### src/rtl/vec_reg_seq.sv
// Command sequencer for one vector register: zero, load, drain a lane range to a
// scalar stream, or fill a lane range from a scalar stream.
package vec_reg_seq_pkg;
  typedef enum logic [1:0] {
    VEC_DATA_READ_DISABLE = 2'd0,
    VEC_DATA_READ_SCALAR  = 2'd1,
    VEC_DATA_READ_VEC     = 2'd2
  } VecDataReadOp_t;

  typedef enum logic [1:0] {
    VEC_DATA_WRITE_DISABLE = 2'd0,
    VEC_DATA_WRITE_ZERO    = 2'd1,
    VEC_DATA_WRITE_VEC     = 2'd2,
    VEC_DATA_WRITE_SCALAR  = 2'd3
  } VecDataWriteOp_t;
endpackage

// state | meaning
// IDLE  | waiting for a command, cmd_ready high
// ZERO  | one-cycle clear of every lane
// LOAD  | one-cycle load of the full vector from the vector bus
// DRAIN | stream lanes out through data_out[0], one per drain handshake
// FILL  | stream lanes in through data_in[0], one per fill handshake
// DONE  | one-cycle completion pulse
module vec_reg_seq
  import vec_reg_seq_pkg::*;
#(
  parameter int WIDTH           = 128,
  parameter int WIDTH_ADDR_SIZE = $clog2(WIDTH)
) (
  input  logic                       clock,
  input  logic                       reset_n,
  input  logic                       cmd_valid,
  output logic                       cmd_ready,
  input  logic [1:0]                 cmd_op,
  input  logic [WIDTH_ADDR_SIZE-1:0] cmd_start,
  input  logic [WIDTH_ADDR_SIZE:0]   cmd_len,
  input  logic                       abort,
  output logic                       done,
  output logic                       busy,
  output logic                       drain_valid,
  input  logic                       drain_ready,
  input  logic                       fill_valid,
  output logic                       fill_ready,
  output logic [WIDTH_ADDR_SIZE-1:0] elem_idx,
  output VecDataReadOp_t             vec_read_op,
  output logic [WIDTH_ADDR_SIZE-1:0] vec_read_param,
  output VecDataWriteOp_t            vec_write_op,
  output logic [WIDTH_ADDR_SIZE-1:0] vec_write_param,
  output logic                       vec_data_sel
);

  typedef enum logic [2:0] {
    ST_IDLE  = 3'd0,
    ST_ZERO  = 3'd1,
    ST_LOAD  = 3'd2,
    ST_DRAIN = 3'd3,
    ST_FILL  = 3'd4,
    ST_DONE  = 3'd5
  } state_t;

  localparam logic [WIDTH_ADDR_SIZE:0]   LEN_MAX  = (WIDTH_ADDR_SIZE+1)'(WIDTH);
  localparam logic [WIDTH_ADDR_SIZE-1:0] IDX_LAST = WIDTH_ADDR_SIZE'(WIDTH - 1);

  state_t                     state_q, state_d;
  logic [WIDTH_ADDR_SIZE-1:0] idx_q, idx_d;
  logic [WIDTH_ADDR_SIZE:0]   cnt_q, cnt_d;
  logic                       done_q, done_d;

  logic [WIDTH_ADDR_SIZE:0]   len_clamp;
  logic [WIDTH_ADDR_SIZE-1:0] idx_next;
  logic                       fill_xfer;

  assign len_clamp = (cmd_len > LEN_MAX) ? LEN_MAX : cmd_len;
  // explicit wrap keeps non-power-of-two widths correct
  assign idx_next  = (idx_q == IDX_LAST) ? '0 : idx_q + 1'b1;
  assign fill_xfer = fill_valid && !abort;

  always_ff @(posedge clock or negedge reset_n) begin
    if (!reset_n) begin
      state_q <= ST_IDLE;
      idx_q   <= '0;
      cnt_q   <= '0;
      done_q  <= 1'b0;
    end else begin
      state_q <= state_d;
      idx_q   <= idx_d;
      cnt_q   <= cnt_d;
      done_q  <= done_d;
    end
  end

  always_comb begin
    state_d         = state_q;
    idx_d           = idx_q;
    cnt_d           = cnt_q;
    cmd_ready       = 1'b0;
    busy            = 1'b1;
    drain_valid     = 1'b0;
    fill_ready      = 1'b0;
    elem_idx        = '0;
    vec_read_op     = VEC_DATA_READ_DISABLE;
    vec_read_param  = '0;
    vec_write_op    = VEC_DATA_WRITE_DISABLE;
    vec_write_param = '0;
    vec_data_sel    = 1'b0;

    case (state_q)
      ST_IDLE: begin
        cmd_ready = 1'b1;
        busy      = 1'b0;
        if (cmd_valid) begin
          idx_d = cmd_start;
          cnt_d = len_clamp;
          case (cmd_op)
            2'd0:    state_d = ST_ZERO;
            2'd1:    state_d = ST_LOAD;
            2'd2:    state_d = (len_clamp == '0) ? ST_DONE : ST_DRAIN;
            default: state_d = (len_clamp == '0) ? ST_DONE : ST_FILL;
          endcase
        end
      end
      ST_ZERO: begin
        vec_write_op = VEC_DATA_WRITE_ZERO;
        state_d      = ST_DONE;
      end
      ST_LOAD: begin
        vec_write_op = VEC_DATA_WRITE_VEC;
        state_d      = ST_DONE;
      end
      ST_DRAIN: begin
        vec_read_op    = VEC_DATA_READ_SCALAR;
        vec_read_param = idx_q;
        elem_idx       = idx_q;
        drain_valid    = !abort;
        if (abort) begin
          state_d = ST_IDLE;
        end else if (drain_ready) begin
          idx_d = idx_next;
          cnt_d = cnt_q - 1'b1;
          if (cnt_q == (WIDTH_ADDR_SIZE+1)'(1)) state_d = ST_DONE;
        end
      end
      ST_FILL: begin
        fill_ready      = !abort;
        vec_data_sel    = 1'b1;
        vec_write_param = idx_q;
        elem_idx        = idx_q;
        if (abort) begin
          state_d = ST_IDLE;
        end else if (fill_xfer) begin
          vec_write_op = VEC_DATA_WRITE_SCALAR;
          idx_d        = idx_next;
          cnt_d        = cnt_q - 1'b1;
          if (cnt_q == (WIDTH_ADDR_SIZE+1)'(1)) state_d = ST_DONE;
        end
      end
      ST_DONE: begin
        state_d = ST_IDLE;
      end
      default: begin
        state_d = ST_IDLE;
      end
    endcase

    done_d = (state_d == ST_DONE);
  end

  assign done = done_q;

endmodule
### config.mk
export PLATFORM = sky130hd
export DESIGN_NAME = vec_reg_seq
export DESIGN_NICKNAME = d
export VERILOG_FILES = /design/src/rtl/vec_reg_seq.sv
export SDC_FILE = /design/constraint.sdc
export NUM_CORES = 1
export LEC_CHECK = 0
export CAP_MARGIN = 20
export CORE_UTILIZATION = 49
export DETAILED_ROUTE_END_ITERATION = 16
export PLACE_DENSITY_LB_ADDON = 0.08
export SLEW_MARGIN = 0
export SYNTH_ARGS = -nofsm -noshare
export SYNTH_HDL_FRONTEND = slang
export SYNTH_SLANG_ARGS = --single-unit
### constraint.sdc
create_clock -name clock -period 4.7 [get_ports clock]
set_input_delay 0.47 -clock clock [delete_from_list [all_inputs] [get_ports clock]]
set_output_delay 0.47 -clock clock [all_outputs]
set_load 0.02 [all_outputs]
==> impl_metrics.ini <==
[run_status]
status = completed

[sta]
setup_viol = 0
max_slew_margin_pct = 39.3
tightest_slew_ns = 0.908
hold_violations = 0
finalSetupTns_ns = 0
rsz0062_at_grt = false
finClkSkew_ns = 0.00150
post-route-period-util_pct = 70.4
clock.fmax_mhz = 302
period_needed_ns = 3.31
maxSlewViolCount = 0

[die]
start_util_pct = 51.6
die_x_microns = 58.7
fp.dieH_microns = 58.7
core-area_sq_um = 3050
ios = 54
rows = 20
die_area_sq_um = 3440

[logic_synthesis]
synthesis.area_sq_um = 1570
synth.distinct_cells = 54
synthArstFlopShare_pct = 100
synth.area.top_cells = dfrtp_1, buf_6, and2_1
syn-num-nets = 208
ys.warnings.count = 0
synth_top_area_share_pct = 30.2
ys_seq_elements = 19
synth_edf_count = 0
synth_area_leader_cell = dfrtp_1
postSynthCellCount = 182
synthFlopType = dfrtp_1
yosysSeqAreaShare_pct = 30.2
syn_area_per_cell_sq_um = 8.65

[cts]
clock_path_buffers = 2
cts.sinks = 19
clk_pin_slew_worst_paths_ns = 0.11
cts_setup_buffers = 0
insertion_delay_ns = 0.30
cts_resized = 0
cts_tree = yes
ctsHoldBuffers = 0
htreeDepth = 1
cts-buffers-inserted = 3
cts_root_buffer = clkbuf_4

[grt]
grt_pass1_wl_microns = 6730
grt_pass1_vias = 1484
antenna_found_initial = 0
grt_usage_pct = 25.6
grt_max_degree = 20
overflow = 0

[placement]
io_buffers = 52
gp_congestion = 0.842
dp_hpwl_microns = 3060

[worst_setup_path]
crit_path_end_kind = output port
cp.required_ns = 4.23
critPathKind = flop to output port
arrival_ns = 2.84
r2r_start = state_q[2]
startpoint_type = flop
startpoint = state_q[2]
critical_path.max_fanout = 17
rr_worst_depth = 5

[finish]
mostFrequentLayoutCells = clkdlybuf4s50_1, dfrtp_1, inv_1, o21ai_0, and2_1
fin_nets = 252
antenna_cells = 0
post-route-util_pct = 67.7
synthToLayoutAreaGrowth_pct = 31.3
drive_above_1_share_pct = 10.7
layout_commonest_cell = clkdlybuf4s50_1

[min_path]
whs_path_depth = 2
min_path_type = flop to flop
min_from = cnt_q[6]

[job]
drv_cap = 0

[power_and_ir_drop]
power_density_nw_per_um2 = 611
p_leak_nw = 0.817
vdd_drop_max_uv = 304

[route]
initialDrtViolationCount = 76
ant_nets = 0
avgViaCountPerCell = 5.96
vias = 1603
drt_drc_violations_left = 0
routedWlPerCell_microns = 15.5
dr.pass1.iters = 4
wirelength_microns = 4170
-- cell families after synthesis --
kind of cell / share of synthesized area (%)
AOI/OAI and AO/OA: 25.8
buffers and inverters: 9.78
DFF: 30.2
adders and majority gates: 2.38
and+or+nand+nor: 27.0
muxes: 3.97
other: 0.238
xor gates and xnor gates: 0.557
-- per-stage QoR --
step	cells	hold WS, ns	power (mW)	area [sq um]	setup slack [ns]
2_1_floorplan	182	0.174	0.948	1570	2.52
3_3_place_gp	265	0.489	1.14	2040	1.82
3_5_place_dp	265	0.519	1.17	2040	1.75
4_1_cts	269	0.546	1.26	2070	1.40
5_1_grt	269	0.561	1.35	2070	1.25
6_report	269	0.563	1.26	2070	1.39
-- final timing paths --
kind	to	slack [ns]
worst max-delay path	elem_idx[6]	1.39
worst min-delay path	cnt_q[6]	0.56
worst max register to register	cnt_q[7]	2.35
worst min register to register	cnt_q[6]	0.56
max in group asynchronous	idx_q[1]	3.49
min in group asynchronous	idx_q[3]	0.66
-- registers in the layout, summed over array words and instances, names as in the netlist --
register	cells
idx_q	7
cnt_q	8
done	1
state_q	3
-- layout make-up --
type,instances,area (sq um)
fill,283,986
multi-input combinational,138,945
timing repair buffer,52,520
sequential,19,475
tap,44,55.1
inverter,12,45.0
clock buffer,4,26.3
-- report_power, final --
group / internal [mW] / switching (mW)
registers: 0.237 / 0.0965
logic: 0.381 / 0.462
clock network: 0.0332 / 0.0532
-- layer usage --
layer	part of all wire (%)	GRT usage, %
met4	0.98	10.9
met3	5.4	3.52
met1	44	33.4
met2	49	42.9
met5	0	0
-- cell usage after synthesis, types with 2 or more instances --
library cell  instances
nor2b_1               2
a31oi_1               6
a211o_1               2
nor4_1                3
o21ai_0              11
a32oi_1               2
dfrtp_1              19
mux2_2                2
o31ai_1               2
or2_2                 8
nor2_1                9
ha_1                  3
nand2_1               5
nor2_2                2
a2bb2oi_1             2
buf_4                 3
nand3_1               6
nand4_1               2
a21oi_1               7
mux2i_1               4
or3_1                 2
inv_1                11
buf_2                 3
buf_6                 6
o22ai_1               6
and2_1               10
nand3b_1              2
nor3_1                7
a211oi_1              8
a22oi_1               3
-- critical path: stages, from the launching register on --
cell,delay (ns)
dfrtp_1,0.49
or3b_1,0.72
inv_2,0.26
and2_1,0.24
or2_2,0.28
clkdlybuf4s50_1,0.53
Note: power is estimated with default switching activity, not from simulation.
==> edit, RTL diff (config.mk and constraints unchanged) <==
Set the parameter `WIDTH` to 256 (it was 128).
--- a/src/rtl/vec_reg_seq.sv
+++ b/src/rtl/vec_reg_seq.sv
@@ -25,7 +25,7 @@
 module vec_reg_seq
   import vec_reg_seq_pkg::*;
 #(
-  parameter int WIDTH           = 128,
+  parameter int WIDTH           = 256,
   parameter int WIDTH_ADDR_SIZE = $clog2(WIDTH)
 ) (
   input  logic                       clock,
Interface: changed (5 resized); port bits go from 54 to 59. No check against the original RTL was run, so the function may have changed too.
==> edit against the original RTL <==
Worst setup slack better by 0.19 ns; via count rose by 15%; non-clock buffer count is 8 higher; area after synthesis up 14%; count of clock-buffer cells in the layout stayed put; wire length up 15%; sequential cell count grew 2; sequential power grew 13%; total power grew 13%; utilization is 1.9 points higher; cell area up 15%.
==> edit: results (changes against the original RTL) <==
power_and_ir_drop:
  ir_drop_mv: 0.3537  # +16%
  power.static_leakage_uw: 0.0009651  # +18%
yosys:
  synth_cell_types: 57  # +5.6%
  yosysSeqAreaShare: 0.2925  # -0.009588
  synthTopCellsByCount: "dfrtp_1, nor2_1, inv_1, o21ai_0, a21oi_1"
  syn_avg_cell_area_um2: 8.318  # -3.8%
  syn-num-nets: 244  # +17%
routing:
  drt-total-wl_um: 4798  # +15%
  via_count: 1841  # +15%
  drt_iter0_markers: 144  # +89%
setup_path:
  rr_worst_depth: 5  # unchanged
  r2r-start: "state_q[0]"
  rrSetupSlack_ns: 2.41  # +0.06 ns
  reg2reg_to: "cnt_q[2]"
global_routing:
  grt_pass1_vias: 1721  # +16%
  antenna_found_initial: 0  # unchanged
  grt_max_degree: 25  # +25%
  grt_pass1_wl_um: 8280  # +23%
worst_hold_path:
  hp-class: "input port to async pin"
place:
  io_buffers: 57  # +9.6%
  finalWeightedCongestion: 0.8701  # +3.3%
  placed_cell_area_um2: 2323  # +14%
  hpwl_um: 3417  # +12%
cells_and_area:
  finalNetCount: 293  # +16%
  top_regs: "cnt_q x9, idx_q x8, state_q x3"
  layout.cells.non_filler: 310  # +15%
  drive_above_1_share: 0.08712  # -0.01955
sta:
  worstMarginPinSlew_ns: 0.7808  # -0.1267 ns
  fin_worst_skew_ns: 0.004082  # +0.002584 ns
  fin_hold_ws_ns: 0.3751  # -0.1881 ns
status:
  outcome: "finished, final reports clean"
clocking:
  cts_max_path_buffers: 2  # unchanged
  clkLatencyLatePin_ns: 0.30  # about the same
edit: cell types whose count changed after synthesis, moves of 3 or more:
cell	unedited run	this run
buf_2	3	6
inv_1	11	14
nand2_1	5	8
or2_2	8	5
nor4b_1	1	5
and3_1	1	5
a21oi_1	7	11
o21ai_0	11	14
o31ai_1	2	6
nor2_1	9	16
edit: worst max-delay path: stages, from the launching register on:
cell and delay, ns:
dfrtp_1 0.51, nand3b_1 0.15, buf_4 0.26, inv_1 0.31, and2_1 0.28, or2_2 0.29
clkdlybuf4s50_1 0.53
edit: report_power, final:
part / total (uW) / leakage [uW] / switching (uW) / internal (uW)
Clock: 90.0 / 0.0000150 / 56.9 / 33.1
Sequential: 378 / 0.000260 / 114 / 264
Combinational: 958 / 0.000690 / 533 / 425
edit: logic make-up after synthesis:
group | after synthesis | share of synthesized area
buffers and inverters | 31 | 0.1031
other | 1 | 0.002087
xor gates and xnor gates | 1 | 0.004876
and+or+nand+nor | 85 | 0.2800
AOI/OAI and AO/OA | 68 | 0.2584
adders and majority gates | 3 | 0.02089
muxes | 6 | 0.03830
DFF | 21 | 0.2925
edit: routing by layer:
layer,global-route usage,vias up,routed length (um)
met1,0.3724,862,2221
met4,0.07558,0,86
li1,-,899,-
met3,0.02920,10,278
met5,0,-,0
met2,0.4144,70,2211
edit: final cells by class:
class	instances	area, um^2
clock buffers	4	26.28
repair buffers	60	613.1
well taps	46	57.56
fillers	295	1039
multi-input cells	164	1086
flip-flops and latches	21	525.5
inverters	15	68.82
edit: stage by stage:
stage,utilization,setup WS (ns)
after floorplan,-,2.460
after global placement,0.6802,1.813
after detailed placement,0.6802,1.793
after CTS,0.6879,1.608
after global routing,0.6960,1.464
final,0.6960,1.583
